[config.mk]
export PLATFORM = sky130hd
export DESIGN_NAME = mode_select_fsm_flat
export DESIGN_NICKNAME = d
export VERILOG_FILES = /design/src/rtl/mode_select_fsm_if.sv /design/src/rtl/mode_select_fsm.sv /design/src/flat_wrapper.sv
export SDC_FILE = /design/constraint.sdc
export NUM_CORES = 1
export LEC_CHECK = 0
export ABC_AREA = 1
export CAP_MARGIN = 20
export CORE_MARGIN = 2
export CORE_UTILIZATION = 48
export DETAILED_ROUTE_END_ITERATION = 16
export PLACE_DENSITY = 0.73
export SYNTH_ARGS = -nofsm -noshare
export SYNTH_HDL_FRONTEND = slang
export SYNTH_SLANG_ARGS = --single-unit
[constraint.sdc]
create_clock -name clk -period 1.6 [get_ports clk]
set_clock_uncertainty 0.2 [all_clocks]
set_input_delay 0.16 -clock clk [delete_from_list [all_inputs] [get_ports clk]]
set_output_delay 0.16 -clock clk [all_outputs]
set_load 0.05 [all_outputs]
[src/rtl/mode_select_fsm_if.sv]
// mode_select_fsm_if: button inputs and mode outputs of the mode selector
interface mode_select_fsm_if #(
  parameter int NUM_MODES = 5,
  parameter int MODE_W = $clog2(NUM_MODES)
);
  logic pushed_next;
  logic pushed_prev;
  logic lock;
  logic [MODE_W-1:0] mode;
  logic [NUM_MODES-1:0] mode_onehot;
  logic mode_changed;
  modport master (output pushed_next, pushed_prev, lock, input mode, mode_onehot, mode_changed);
  modport slave (input pushed_next, pushed_prev, lock, output mode, mode_onehot, mode_changed);
endinterface

[src/rtl/mode_select_fsm.sv]
// mode_select_fsm: two-button debounced mode stepper with wrap/saturate, lock and change strobe
module mode_select_fsm #(
  parameter int NUM_MODES = 5,
  parameter int MODE_W = $clog2(NUM_MODES),
  parameter int DEBOUNCE_CYCLES = 16,
  parameter int WRAP = 1,
  parameter int RESET_MODE = 0
) (
  input logic clk,
  input logic n_rst,
  mode_select_fsm_if.slave bus
);
  localparam int CW = $clog2(DEBOUNCE_CYCLES + 1);
  localparam logic [MODE_W-1:0] TOP = MODE_W'(NUM_MODES - 1);
  localparam logic [MODE_W-1:0] RST = MODE_W'(RESET_MODE);
  localparam logic [NUM_MODES-1:0] ONE = NUM_MODES'(1);
  typedef enum logic [1:0] {EV_NONE, EV_NEXT, EV_PREV} ev_e;
  logic [1:0] raw, press;
  assign raw = {bus.pushed_prev, bus.pushed_next};
  // bit 0 is next, bit 1 is prev; each gets its own synchroniser and debouncer
  for (genvar b = 0; b < 2; b++) begin : g_btn
    logic s1, s, d, d_q;
    logic [CW-1:0] cnt;
    always_ff @(posedge clk or negedge n_rst)
      if (!n_rst) {s1, s, d, d_q, cnt} <= '0;
      else begin
        s1 <= raw[b];
        s <= s1;
        d_q <= d;
        if (s == d) cnt <= '0;
        else if (cnt == CW'(DEBOUNCE_CYCLES - 1)) begin
          d <= s;
          cnt <= '0;
        end else cnt <= cnt + 1'b1;
      end
    assign press[b] = d & ~d_q;
  end
  ev_e ev;
  logic [MODE_W-1:0] mode_q, mode_d;
  logic [NUM_MODES-1:0] onehot_q;
  logic changed_q;
  // simultaneous or locked events are swallowed rather than deferred
  always_comb begin
    ev = (bus.lock || press[0] == press[1]) ? EV_NONE : (press[0] ? EV_NEXT : EV_PREV);
    mode_d = ev == EV_NEXT ? (mode_q == TOP ? (WRAP != 0 ? '0 : TOP) : mode_q + 1'b1) :
             ev == EV_PREV ? (mode_q == '0 ? (WRAP != 0 ? TOP : '0) : mode_q - 1'b1) :
             mode_q;
  end
  always_ff @(posedge clk or negedge n_rst)
    if (!n_rst) begin
      mode_q <= RST;
      onehot_q <= ONE << RST;
      changed_q <= 1'b0;
    end else begin
      mode_q <= mode_d;
      onehot_q <= ONE << mode_d;
      changed_q <= mode_d != mode_q;
    end
  assign bus.mode = mode_q;
  assign bus.mode_onehot = onehot_q;
  assign bus.mode_changed = changed_q;
endmodule
[src/flat_wrapper.sv]
// flat-port wrapper written by rule: the top's interface ports become plain ports
module mode_select_fsm_flat 
#(
  parameter int NUM_MODES = 5,
  parameter int MODE_W = $clog2(NUM_MODES),
  parameter int DEBOUNCE_CYCLES = 16,
  parameter int WRAP = 1,
  parameter int RESET_MODE = 0
)
  (clk, n_rst, bus_pushed_next, bus_pushed_prev, bus_lock, bus_mode, bus_mode_onehot, bus_mode_changed);
  mode_select_fsm_if #(.NUM_MODES(NUM_MODES), .MODE_W(MODE_W)) bus_i ();
  input logic clk;
  input logic n_rst;
  input wire logic [$bits(bus_i.pushed_next)-1:0] bus_pushed_next;
  input wire logic [$bits(bus_i.pushed_prev)-1:0] bus_pushed_prev;
  input wire logic [$bits(bus_i.lock)-1:0] bus_lock;
  output wire logic [$bits(bus_i.mode)-1:0] bus_mode;
  output wire logic [$bits(bus_i.mode_onehot)-1:0] bus_mode_onehot;
  output wire logic [$bits(bus_i.mode_changed)-1:0] bus_mode_changed;
  assign bus_i.pushed_next = bus_pushed_next;
  assign bus_i.pushed_prev = bus_pushed_prev;
  assign bus_i.lock = bus_lock;
  assign bus_mode = bus_i.mode;
  assign bus_mode_onehot = bus_i.mode_onehot;
  assign bus_mode_changed = bus_i.mode_changed;
  mode_select_fsm #(.NUM_MODES(NUM_MODES), .MODE_W(MODE_W), .DEBOUNCE_CYCLES(DEBOUNCE_CYCLES), .WRAP(WRAP), .RESET_MODE(RESET_MODE)) u_core (.clk(clk), .n_rst(n_rst), .bus(bus_i));
endmodule
==> impl_metrics.env, run 1 <==
export IMPL_clockPowerShare_pct=26.0
export IMPL_yosysWarnings=0
export IMPL_cp_cell_sequence="inv_4 > ha_4 > or2_4 > a21oi_2 > nor2_2 > a21oi_4 > nor2_1"
export IMPL_ios=14
export IMPL_end_kind="flip-flop"
export IMPL_comb_power_share_pct=11.0
export IMPL_criticalPathCategory="flip-flop to flip-flop"
export IMPL_ctsLongestPathBuffers=2
export IMPL_p_sw_share_pct=25.0
export IMPL_die_area_sq_um=2900
export IMPL_placed_cells=172
export IMPL_grt_ovfl_total=0
export IMPL_initial_utilization_pct=49.6
export IMPL_relSlewSlack_pct=77.2
export IMPL_vias_per_cell=4.92
export IMPL_hold_violations=0
export IMPL_synthCells=126
export IMPL_clk_pin_slew_ps=140
export IMPL_post_route_period_util_pct=103
export IMPL_first_global_vias=838
export IMPL_p_per_area_nw_per_um2=726
export IMPL_holdCritStartpoint="bus_pushed_next"
export IMPL_antenna_cells=0
export IMPL_cp_required_ps=1640
export IMPL_drt_wl_total_um=2280
export IMPL_r2r_start="u_core.bus.mode[1]$_DFF_PN0_"
export IMPL_ctsRootBufferMaster="clkbuf_4"
export IMPL_final_max_slew_viol_count=0
export IMPL_grt_pass1_wl_um=3570
export IMPL_drtAntennaViolNets=0
export IMPL_violations="negative setup slack"
export IMPL_worstHoldPathCells=1
export IMPL_synth_area_sq_um=1190
export IMPL_gp_congestion=0.820
export IMPL_fmax_ghz=0.606
export IMPL_syn_num_nets=136
export IMPL_cp_start_kind="flip-flop"
export IMPL_syn2layout_area_growth_pct=31.9
export IMPL_cts_htree_levels=1
export IMPL_r2r_end="u_core.bus.mode_onehot[2]$_DFF_PN0_"
export IMPL_syn_area_per_cell_sq_um=9.48
export IMPL_synth_distinct_cells=23
export IMPL_gr_usage_all_layers_pct=17.7
export IMPL_grt_max_degree=28
export IMPL_status="finished, violations left"
export IMPL_drive_gt1_share_pct=34.0
export IMPL_critPathSlowestCell="dfrtp_2"
export IMPL_cp_top_family="flip-flops"
export IMPL_hold_end="u_core.g_btn[0].s1$_DFF_PN0_"
export IMPL_core_area_sq_um=2410
export IMPL_fin_setup_tns_ps=-181
export IMPL_rsz0062_at_grt="true"
export IMPL_hold_class="primary input to flip-flop"
export IMPL_port_buffers=13
export IMPL_via_count=886
export IMPL_ys_seq_area_share_pct=56.6
export IMPL_r2r_setup_slack_ps=-50
export IMPL_final_nets=161
export IMPL_internal_power_mw=0.858
export IMPL_wl_per_cell_um=12.7
export IMPL_cts_tree="built"
export IMPL_ir_drop_uv=717
export IMPL_worst_r2r_cell_count=7
export IMPL_power_switching_mw=0.287
export IMPL_placementRows=18
export IMPL_cp_max_fo=5
export IMPL_p_leak_nw=0.775
export IMPL_timing_critical_path_buf_inv=1
export IMPL_instances_no_fill=180
export IMPL_die_h_um=53.9
export IMPL_layout_commonest_cell="dfrtp_1"
export IMPL_crit_path_max_incr_delay_ps=450
export IMPL_antenna_found_initial=0
export IMPL_setup_slack_ps=-49.0
export IMPL_post_route_drc_count=0
export IMPL_drt_pass1_iterations=4
export IMPL_drt_iter0_drc=15
export IMPL_cts_sinks=27
export IMPL_max_slew_worst_pin_slew_ps=341
export IMPL_final_cell_mix="24 x dfrtp_1, 23 x nand2_1, 13 x nor2_1"
export IMPL_cap_violations=0
export IMPL_cp_data_arrival_time_ps=1690
export IMPL_worstSkewPairLatency_ps=330
export IMPL_ys_ff_latch=27
export IMPL_cts_inserted_buffers=3
export IMPL_fp_dieW_um=53.9
export IMPL_hpwl_um=1590
export IMPL_fin_crit_ps=1650
export IMPL_setup_viol=5
export IMPL_p_seq_share_pct=63.0
[power by group through the flow]
stage	sequential [mW]	combinational [mW]	clock (mW)
after detailed placement	0.732	0.112	0
final	0.721	0.126	0.297
after CTS	0.721	0.117	0.307
after global placement	0.731	0.108	0
after floorplan	0.740	0.0494	0
after global routing	0.724	0.140	0.326
[cells by family (layout without fill, tap and decap cells)]
kind of cell | Yosys count | after routing | share of synthesized area, %
fa+ha+maj | 5 | 5 | 5.24
xor+xnor | 4 | 4 | 2.93
buf+inv | 17 | 41 | 5.34
simple gates | 64 | 64 | 25.8
flops | 27 | 27 | 56.6
compound gates | 9 | 9 | 4.08
[registers in the layout, indices dropped and copies added, names as in the netlist]
| name | count |
|---|---|
| u_core.bus.mode_onehot | 5 |
| u_core.g_btn.d | 2 |
| u_core.g_btn.s1 | 2 |
| u_core.g_btn.s | 2 |
| u_core.bus.mode | 3 |
| u_core.bus.mode_changed | 1 |
| u_core.g_btn.d_q | 2 |
| u_core.g_btn.cnt | 10 |
[metal layers]
| layer | global-route usage (%) | routed length [um] |
|---|---|---|
| met5 | 0 | 0 |
| met4 | 8.97 | 51 |
| met3 | 3.33 | 49 |
| met2 | 30.9 | 1230 |
| met1 | 20.5 | 941 |
[synth_stat cells, drive strengths merged]
| cell type | number | area [sq um] |
|---|---|---|
| nand2 | 30 | 118 |
| and3 | 2 | 12.5 |
| ha | 5 | 62.6 |
| nor3 | 2 | 10.0 |
| inv | 17 | 63.8 |
| nor2 | 20 | 97.6 |
| xor2 | 2 | 17.5 |
| a21oi | 6 | 33.8 |
| nand4 | 1 | 6.26 |
| dfrtp | 26 | 651 |
| nand3b | 1 | 7.51 |
| dfstp | 1 | 26.3 |
| xnor2 | 2 | 17.5 |
| o21ai | 3 | 15.0 |
| nand3 | 7 | 50.1 |
| or2 | 1 | 6.26 |
[worst max-delay path by stage]
stage                                            start                                   to  slack (ps)  cells past startpoint
final                     u_core.bus.mode[1]$_DFF_PN0_  u_core.bus.mode_onehot[2]$_DFF_PN0_         -50                      7
after global routing      u_core.bus.mode[1]$_DFF_PN0_  u_core.bus.mode_onehot[2]$_DFF_PN0_        -100                      7
after CTS                 u_core.bus.mode[1]$_DFF_PN0_  u_core.bus.mode_onehot[0]$_DFF_PN1_         -70                      7
after detailed placement  u_core.bus.mode[1]$_DFF_PN0_  u_core.bus.mode_onehot[0]$_DFF_PN1_         -70                      8
after global placement    u_core.bus.mode[0]$_DFF_PN0_  u_core.bus.mode_onehot[1]$_DFF_PN0_          -7                      6
after floorplan           u_core.bus.mode[1]$_DFF_PN0_  u_core.bus.mode_onehot[1]$_DFF_PN0_        -140                      7
[stage by stage]
stage / setup WS (ps) / total power, mW / cell area [sq um] / hold WS (ps) / util [%]
floorplan: -140 / 0.790 / 1220 / -336 / -
global placement: -6.66 / 0.838 / 1440 / 136 / 59.7
detailed placement: -69.4 / 0.844 / 1440 / 138 / 59.7
CTS: -66.0 / 1.14 / 1500 / 52.0 / 62.2
global route: -103 / 1.19 / 1580 / 47.0 / 65.4
finish: -49.0 / 1.14 / 1580 / 61.7 / 65.4
[repair_timing]
action / CTS / global route
buffers inserted: 1 / 2
endpoints found under the setup margin: 5 / 6
pin swaps: 3 / 8
hold endpoints to repair: 26 / 0
resized for setup: 3 / 14
hold buffers: 1 / 0
[layout make-up]
cell class                      instances  area, sq um
Clock buffer                            4         26.3
Tap cell                               30         37.5
Sequential cell                        27          679
Inverter                               17         68.8
Fill cell                             177          833
Timing Repair Buffer                   20          213
Multi-Input combinational cell         82          552
Note: power is estimated with default switching activity, not from simulation.
==> inputs of run 2 (changes only) <==
--- a/config.mk
+++ b/config.mk
@@ -5,9 +5,9 @@
 export SDC_FILE = /design/constraint.sdc
 export NUM_CORES = 1
 export LEC_CHECK = 0
-export ABC_AREA = 1
+export ABC_CLOCK_PERIOD_IN_PS = 1600
 export CAP_MARGIN = 20
-export CORE_MARGIN = 2
+export CORE_MARGIN = 3
 export CORE_UTILIZATION = 48
 export DETAILED_ROUTE_END_ITERATION = 16
 export PLACE_DENSITY = 0.73
==> impl_metrics.env, run 2 <==
export IMPL_via_count=801
export IMPL_cp_data_arrival_time_ps=1780
export IMPL_p_leak_nw=0.800
export IMPL_rsz0062_at_grt="true"
export IMPL_final_nets=141
export IMPL_end_kind="flip-flop"
export IMPL_ys_seq_area_share_pct=58.7
export IMPL_status="finished, violations left"
export IMPL_internal_power_mw=0.882
export IMPL_cp_top_family="flip-flops"
export IMPL_cts_tree="built"
export IMPL_timing_critical_path_buf_inv=2
export IMPL_worstSkewPairLatency_ps=320
export IMPL_yosysMostFrequentCell="dfrtp_1"
export IMPL_synthFlopType="dfrtp_1"
export IMPL_grt_max_degree=17
export IMPL_largest_register_ffs=10
export IMPL_max_slew_worst_pin_slew_ps=344
export IMPL_post_route_period_util_pct=110
export IMPL_power_mw=1.17
export IMPL_wl_per_cell_um=12.8
export IMPL_hold_violations=0
export IMPL_holdCritStartpoint="bus_pushed_prev"
export IMPL_worst_r2r_cell_count=8
export IMPL_cp_required_ps=1630
export IMPL_drt_pass1_iterations=4
export IMPL_syn_num_nets=102
export IMPL_drt_iter0_drc=10
export IMPL_crit_path_max_incr_delay_ps=470
export IMPL_clk_pin_slew_ps=140
export IMPL_layout_commonest_cell="dfrtp_1"
export IMPL_ir_drop_uv=735
export IMPL_cp_cell_sequence="inv_4 > ha_4 > nor2_2 > nor2_1 > a21oi_2 > o31ai_4 > buf_4 > nor3_2"
export IMPL_vias_per_cell=5.07
export IMPL_hpwl_um=1370
export IMPL_initial_utilization_pct=51.1
export IMPL_fin_setup_tns_ps=-930
export IMPL_drt_wl_total_um=2030
export IMPL_worstHoldPathCells=1
export IMPL_fin_area_sq_um=1630
export IMPL_drtAntennaViolNets=0
export IMPL_cp_start_kind="flip-flop"
export IMPL_critPathSlowestCell="dfrtp_2"
export IMPL_hold_end="u_core.g_btn[1].s1$_DFF_PN0_"
export IMPL_yosysTopAreaCell="dfrtp_1"
export IMPL_ctsLongestPathBuffers=2
export IMPL_final_cell_mix="24 x dfrtp_1, 23 x buf_4, 10 x nor2_1"
export IMPL_fmax_ghz=0.570
export IMPL_cts_htree_levels=1
export IMPL_cts_sinks=27
export IMPL_grt_pass1_wl_um=3120
export IMPL_syn_area_per_cell_sq_um=12.5
export IMPL_relSlewSlack_pct=76.8
export IMPL_regMostFlops="u_core.g_btn.cnt"
export IMPL_gr_usage_all_layers_pct=14.6
export IMPL_violations="negative setup slack"
export IMPL_post_route_drc_count=0
export IMPL_yosys_top_cells_area="dfrtp_1 56%, ha_1 5.4%, xor2_1 4.6%"
export IMPL_synth_edff_count=0
export IMPL_fin_crit_ps=1750
export IMPL_clockPowerShare_pct=23.7
export IMPL_p_per_area_nw_per_um2=714
export IMPL_setup_viol=9
export IMPL_setup_slack_ps=-154
export IMPL_synth_area_sq_um=1150
export IMPL_final_max_slew_viol_count=0
export IMPL_die_area_sq_um=3020
export IMPL_yosysWarnings=0
export IMPL_cp_max_fo=5
export IMPL_port_buffers=13
export IMPL_r2r_end="u_core.bus.mode_onehot[2]$_DFF_PN0_"
export IMPL_instances_no_fill=158
export IMPL_synth_distinct_cells=31
export IMPL_synthCells=92
export IMPL_placed_cells=144
export IMPL_place_area_sq_um=1460
export IMPL_core_area_sq_um=2250
export IMPL_first_global_vias=730
export IMPL_synth_commonest_cells="26 x dfrtp_1, 11 x nor2_1, 6 x xor2_1"
export IMPL_fp_dieW_um=55.0
export IMPL_ios=14
export IMPL_synth_top_area_share_pct=56.5
export IMPL_p_sw_share_pct=24.3
export IMPL_p_seq_share_pct=62.3
export IMPL_gp_congestion=0.768
export IMPL_power_switching_mw=0.283
export IMPL_criticalPathCategory="flip-flop to flip-flop"
export IMPL_die_h_um=55.0
export IMPL_syn2layout_area_growth_pct=41.6
export IMPL_antenna_found_initial=0
export IMPL_antenna_cells=0
export IMPL_placementRows=17
export IMPL_hold_class="primary input to flip-flop"
export IMPL_drive_gt1_share_pct=50.0
export IMPL_ctsRootBufferMaster="clkbuf_4"
export IMPL_cap_violations=0
export IMPL_grt_ovfl_total=0
export IMPL_r2r_setup_slack_ps=-150
export IMPL_async_reset_ff_share_pct=100
export IMPL_r2r_start="u_core.bus.mode[1]$_DFF_PN0_"
export IMPL_ys_ff_latch=27
export IMPL_comb_power_share_pct=14.0
export IMPL_cts_inserted_buffers=3
run 2: cell types whose count changed after synthesis, moves of 4 or more:
cell     previous run  this run
xor2_1              2         6
nor2_1             15        11
inv_1              14         5
nand2_1            28         2
run 2: cell type report:
| type | count | area (sq um) |
|---|---|---|
| sequential | 27 | 679 |
| fill | 147 | 623 |
| multi-input combinational | 58 | 526 |
| timing repair buffer | 35 | 337 |
| tap | 28 | 35.0 |
| inverter | 6 | 27.5 |
| clock buffer | 3 | 22.5 |
| clock inverter | 1 | 5.00 |
run 2: cell families (layout without fill, tap and decap cells):
group,count (synthesis),count (layout),synth area share (%)
compound gates,8,8,5.86
xor+xnor,8,8,6.73
fa+ha+maj,5,5,5.43
buf+inv,7,45,2.93
flops,27,27,58.7
mux,4,4,4.78
simple gates,33,33,15.5
run 2: repair_timing:
action / CTS / global route
pin swaps: 4 / 9
setup buffers: 6 / 3
hold buffers: 1 / 0
endpoints found under the setup margin: 7 / 11
resized for setup: 7 / 10
hold endpoints to repair: 2 / 0
run 2: metal layers:
| layer | track usage, % | up-vias | wire length [um] |
|---|---|---|---|
| met3 | 4.83 | 4 | 103 |
| met4 | 3.64 | 0 | 33 |
| met2 | 23.6 | 18 | 1030 |
| met1 | 18.8 | 398 | 862 |
| met5 | 0 | - | 0 |
| li1 | - | 381 | - |
run 2: power groups by stage:
| stage | clock network [mW] | logic (mW) | registers [mW] |
|---|---|---|---|
| floorplan | 0 | 0.0469 | 0.758 |
| detailed placement | 0 | 0.141 | 0.738 |
| global placement | 0 | 0.137 | 0.736 |
| global route | 0.321 | 0.178 | 0.730 |
| finish | 0.277 | 0.163 | 0.726 |
| CTS | 0.290 | 0.155 | 0.725 |
run 2: worst max path at each step:
stage | start | to | slack [ps] | cells after the start
CTS | u_core.bus.mode[1]$_DFF_PN0_ | u_core.bus.mode_onehot[4]$_DFF_PN0_ | -150 | 7
global route | u_core.bus.mode[1]$_DFF_PN0_ | u_core.bus.mode_onehot[2]$_DFF_PN0_ | -250 | 8
detailed placement | bus_lock | u_core.bus.mode_onehot[4]$_DFF_PN0_ | -250 | 5
finish | u_core.bus.mode[1]$_DFF_PN0_ | u_core.bus.mode_onehot[2]$_DFF_PN0_ | -150 | 8
floorplan | u_core.bus.mode[0]$_DFF_PN0_ | u_core.bus.mode_onehot[4]$_DFF_PN0_ | -200 | 7
global placement | u_core.g_btn[1].d_q$_DFF_PN0_ | u_core.bus.mode_onehot[0]$_DFF_PN1_ | -220 | 6
run 2: stage by stage:
step / utilization [%] / hold slack, ps / setup WS (ps)
after floorplan: - / -336 / -199
after detailed placement: 64.9 / 140 / -252
after global placement: 64.9 / 132 / -218
final: 72.4 / 75.2 / -154
after global routing: 72.4 / 70.4 / -250
after CTS: 69.8 / 65.4 / -149
==> inputs of run 3 (changes only) <==
--- a/config.mk
+++ b/config.mk
@@ -10,7 +10,9 @@
 export CORE_MARGIN = 3
 export CORE_UTILIZATION = 48
 export DETAILED_ROUTE_END_ITERATION = 16
+export MAX_ROUTING_LAYER = met4
 export PLACE_DENSITY = 0.73
+export SLEW_MARGIN = 20
 export SYNTH_ARGS = -nofsm -noshare
 export SYNTH_HDL_FRONTEND = slang
 export SYNTH_SLANG_ARGS = --single-unit
==> impl_metrics.env, run 3 (same netlist as run 2, synthesis figures left out) <==
export IMPL_syn2layout_area_growth_pct=41.6
export IMPL_ctsLongestPathBuffers=2
export IMPL_core_area_sq_um=2250
export IMPL_final_cell_mix="24 x dfrtp_1, 23 x buf_4, 10 x nor2_1"
export IMPL_drt_wl_total_um=2020
export IMPL_cts_sinks=27
export IMPL_port_buffers=13
export IMPL_place_area_sq_um=1460
export IMPL_hpwl_um=1370
export IMPL_initial_utilization_pct=51.1
export IMPL_final_max_slew_viol_count=0
export IMPL_end_kind="flip-flop"
export IMPL_status="finished, violations left"
export IMPL_ios=14
export IMPL_die_h_um=55.0
export IMPL_cp_data_arrival_time_ps=1780
export IMPL_ir_drop_uv=729
export IMPL_p_leak_nw=0.800
export IMPL_ctsRootBufferMaster="clkbuf_4"
export IMPL_fp_dieW_um=55.0
export IMPL_multi_input_area_sq_um=526
export IMPL_violations="negative setup slack"
export IMPL_grt_ovfl_total=0
export IMPL_rsz0062_at_grt="true"
export IMPL_seq_area_sq_um=679
export IMPL_cp_max_fo=5
export IMPL_cts_tree="built"
export IMPL_setup_slack_ps=-154
export IMPL_final_util_pct=72.4
export IMPL_layout_commonest_cell="dfrtp_1"
export IMPL_final_nets=141
export IMPL_drt_iter0_drc=10
export IMPL_cts_inserted_buffers=3
export IMPL_antenna_cells=0
export IMPL_fin_area_sq_um=1630
export IMPL_wl_per_cell_um=12.8
export IMPL_cp_start_kind="flip-flop"
export IMPL_setup_viol=9
export IMPL_hold_violations=0
export IMPL_fillCellCount=147
export IMPL_fmax_ghz=0.570
export IMPL_grt_max_degree=17
export IMPL_gp_congestion=0.779
export IMPL_criticalPathCategory="flip-flop to flip-flop"
export IMPL_fin_crit_ps=1750
export IMPL_drtAntennaViolNets=0
export IMPL_first_global_vias=729
export IMPL_post_route_period_util_pct=110
export IMPL_relSlewSlack_pct=76.8
export IMPL_cts_htree_levels=1
export IMPL_gr_usage_all_layers_pct=15.0
export IMPL_place_ws_ps=-252
export IMPL_via_count=800
export IMPL_drt_pass1_iterations=4
export IMPL_cap_violations=0
export IMPL_drive_gt1_share_pct=50.0
export IMPL_post_route_drc_count=0
export IMPL_cp_required_ps=1630
export IMPL_hold_slack_ps=77.1
export IMPL_antenna_found_initial=0
export IMPL_max_slew_worst_pin_slew_ps=344
export IMPL_placementRows=17
export IMPL_worstSkewPairLatency_ps=320
export IMPL_grt_pass1_wl_um=3120
export IMPL_die_area_sq_um=3020
export IMPL_regMostFlops="u_core.g_btn.cnt"
export IMPL_clk_pin_slew_ps=140
export IMPL_p_per_area_nw_per_um2=713
export IMPL_vias_per_cell=5.06
export IMPL_largest_register_ffs=10
export IMPL_hold_class="primary input to flip-flop"
## run 3: stage by stage
| step | power, mW | cells | setup TNS, ps |
|---|---|---|---|
| floorplan | 0.805 | 92 | -721 |
| global placement | 0.873 | 144 | -1250 |
| detailed placement | 0.879 | 144 | -1420 |
| CTS | 1.17 | 155 | -932 |
| global route | 1.23 | 158 | -1660 |
| finish | 1.16 | 158 | -927 |
## run 3: final timing paths
path | start | endpoint | slack [ps] | depth (start not counted)
min in group asynchronous | n_rst | u_core.g_btn[1].cnt[1]$_DFF_PN0_ | 350 | 2
min reg2reg | u_core.g_btn[1].s1$_DFF_PN0_ | u_core.g_btn[1].s$_DFF_PN0_ | 170 | 0
max in group asynchronous | n_rst | u_core.g_btn[0].cnt[3]$_DFF_PN0_ | 410 | 3
max | u_core.bus.mode[1]$_DFF_PN0_ | u_core.bus.mode_onehot[2]$_DFF_PN0_ | -150 | 8
min | bus_pushed_prev | u_core.g_btn[1].s1$_DFF_PN0_ | 80 | 1
max reg2reg | u_core.bus.mode[1]$_DFF_PN0_ | u_core.bus.mode_onehot[2]$_DFF_PN0_ | -150 | 8
## run 3: layout make-up
cell class	count	area share, %
clock buffers	3	1.38
clock inverters	1	0.307
multi-input cells	58	32.2
flip-flops and latches	27	41.6
well taps	28	2.15
repair buffers	35	20.6
inverters	6	1.69
## run 3: per-layer routing
metal  wire length [um]  GRT usage (%)  vias up  share of wire (%)
met3                103           4.83        4                5.1
met5                  0              -        -                  0
met2               1030           23.6       18                 51
met4                 33           3.64        0                1.6
met1                852           18.8      396                 42
li1                   -              -      382                  -
## run 3: worst max-delay path: stages (launching register included)
cell	delay, ps
dfrtp_2	470
inv_4	80
ha_4	150
nor2_2	30
nor2_1	120
a21oi_2	90
o31ai_4	320
buf_4	170
nor3_2	30
## run 3: report_power, final
group / total [mW] / switching [mW] / internal (mW)
Combinational: 0.163 / 0.0818 / 0.0808
Clock: 0.275 / 0.182 / 0.0935
Sequential: 0.726 / 0.0179 / 0.708
Total: 1.16 / 0.282 / 0.882
## run 3: repair_timing
action | in CTS | in global routing
resized for setup | 7 | 10
endpoints found under the setup margin | 7 | 11
pin swaps | 4 | 9
hold buffers | 1 | 0
buffers inserted | 6 | 3
endpoints found under the hold margin | 2 | 0
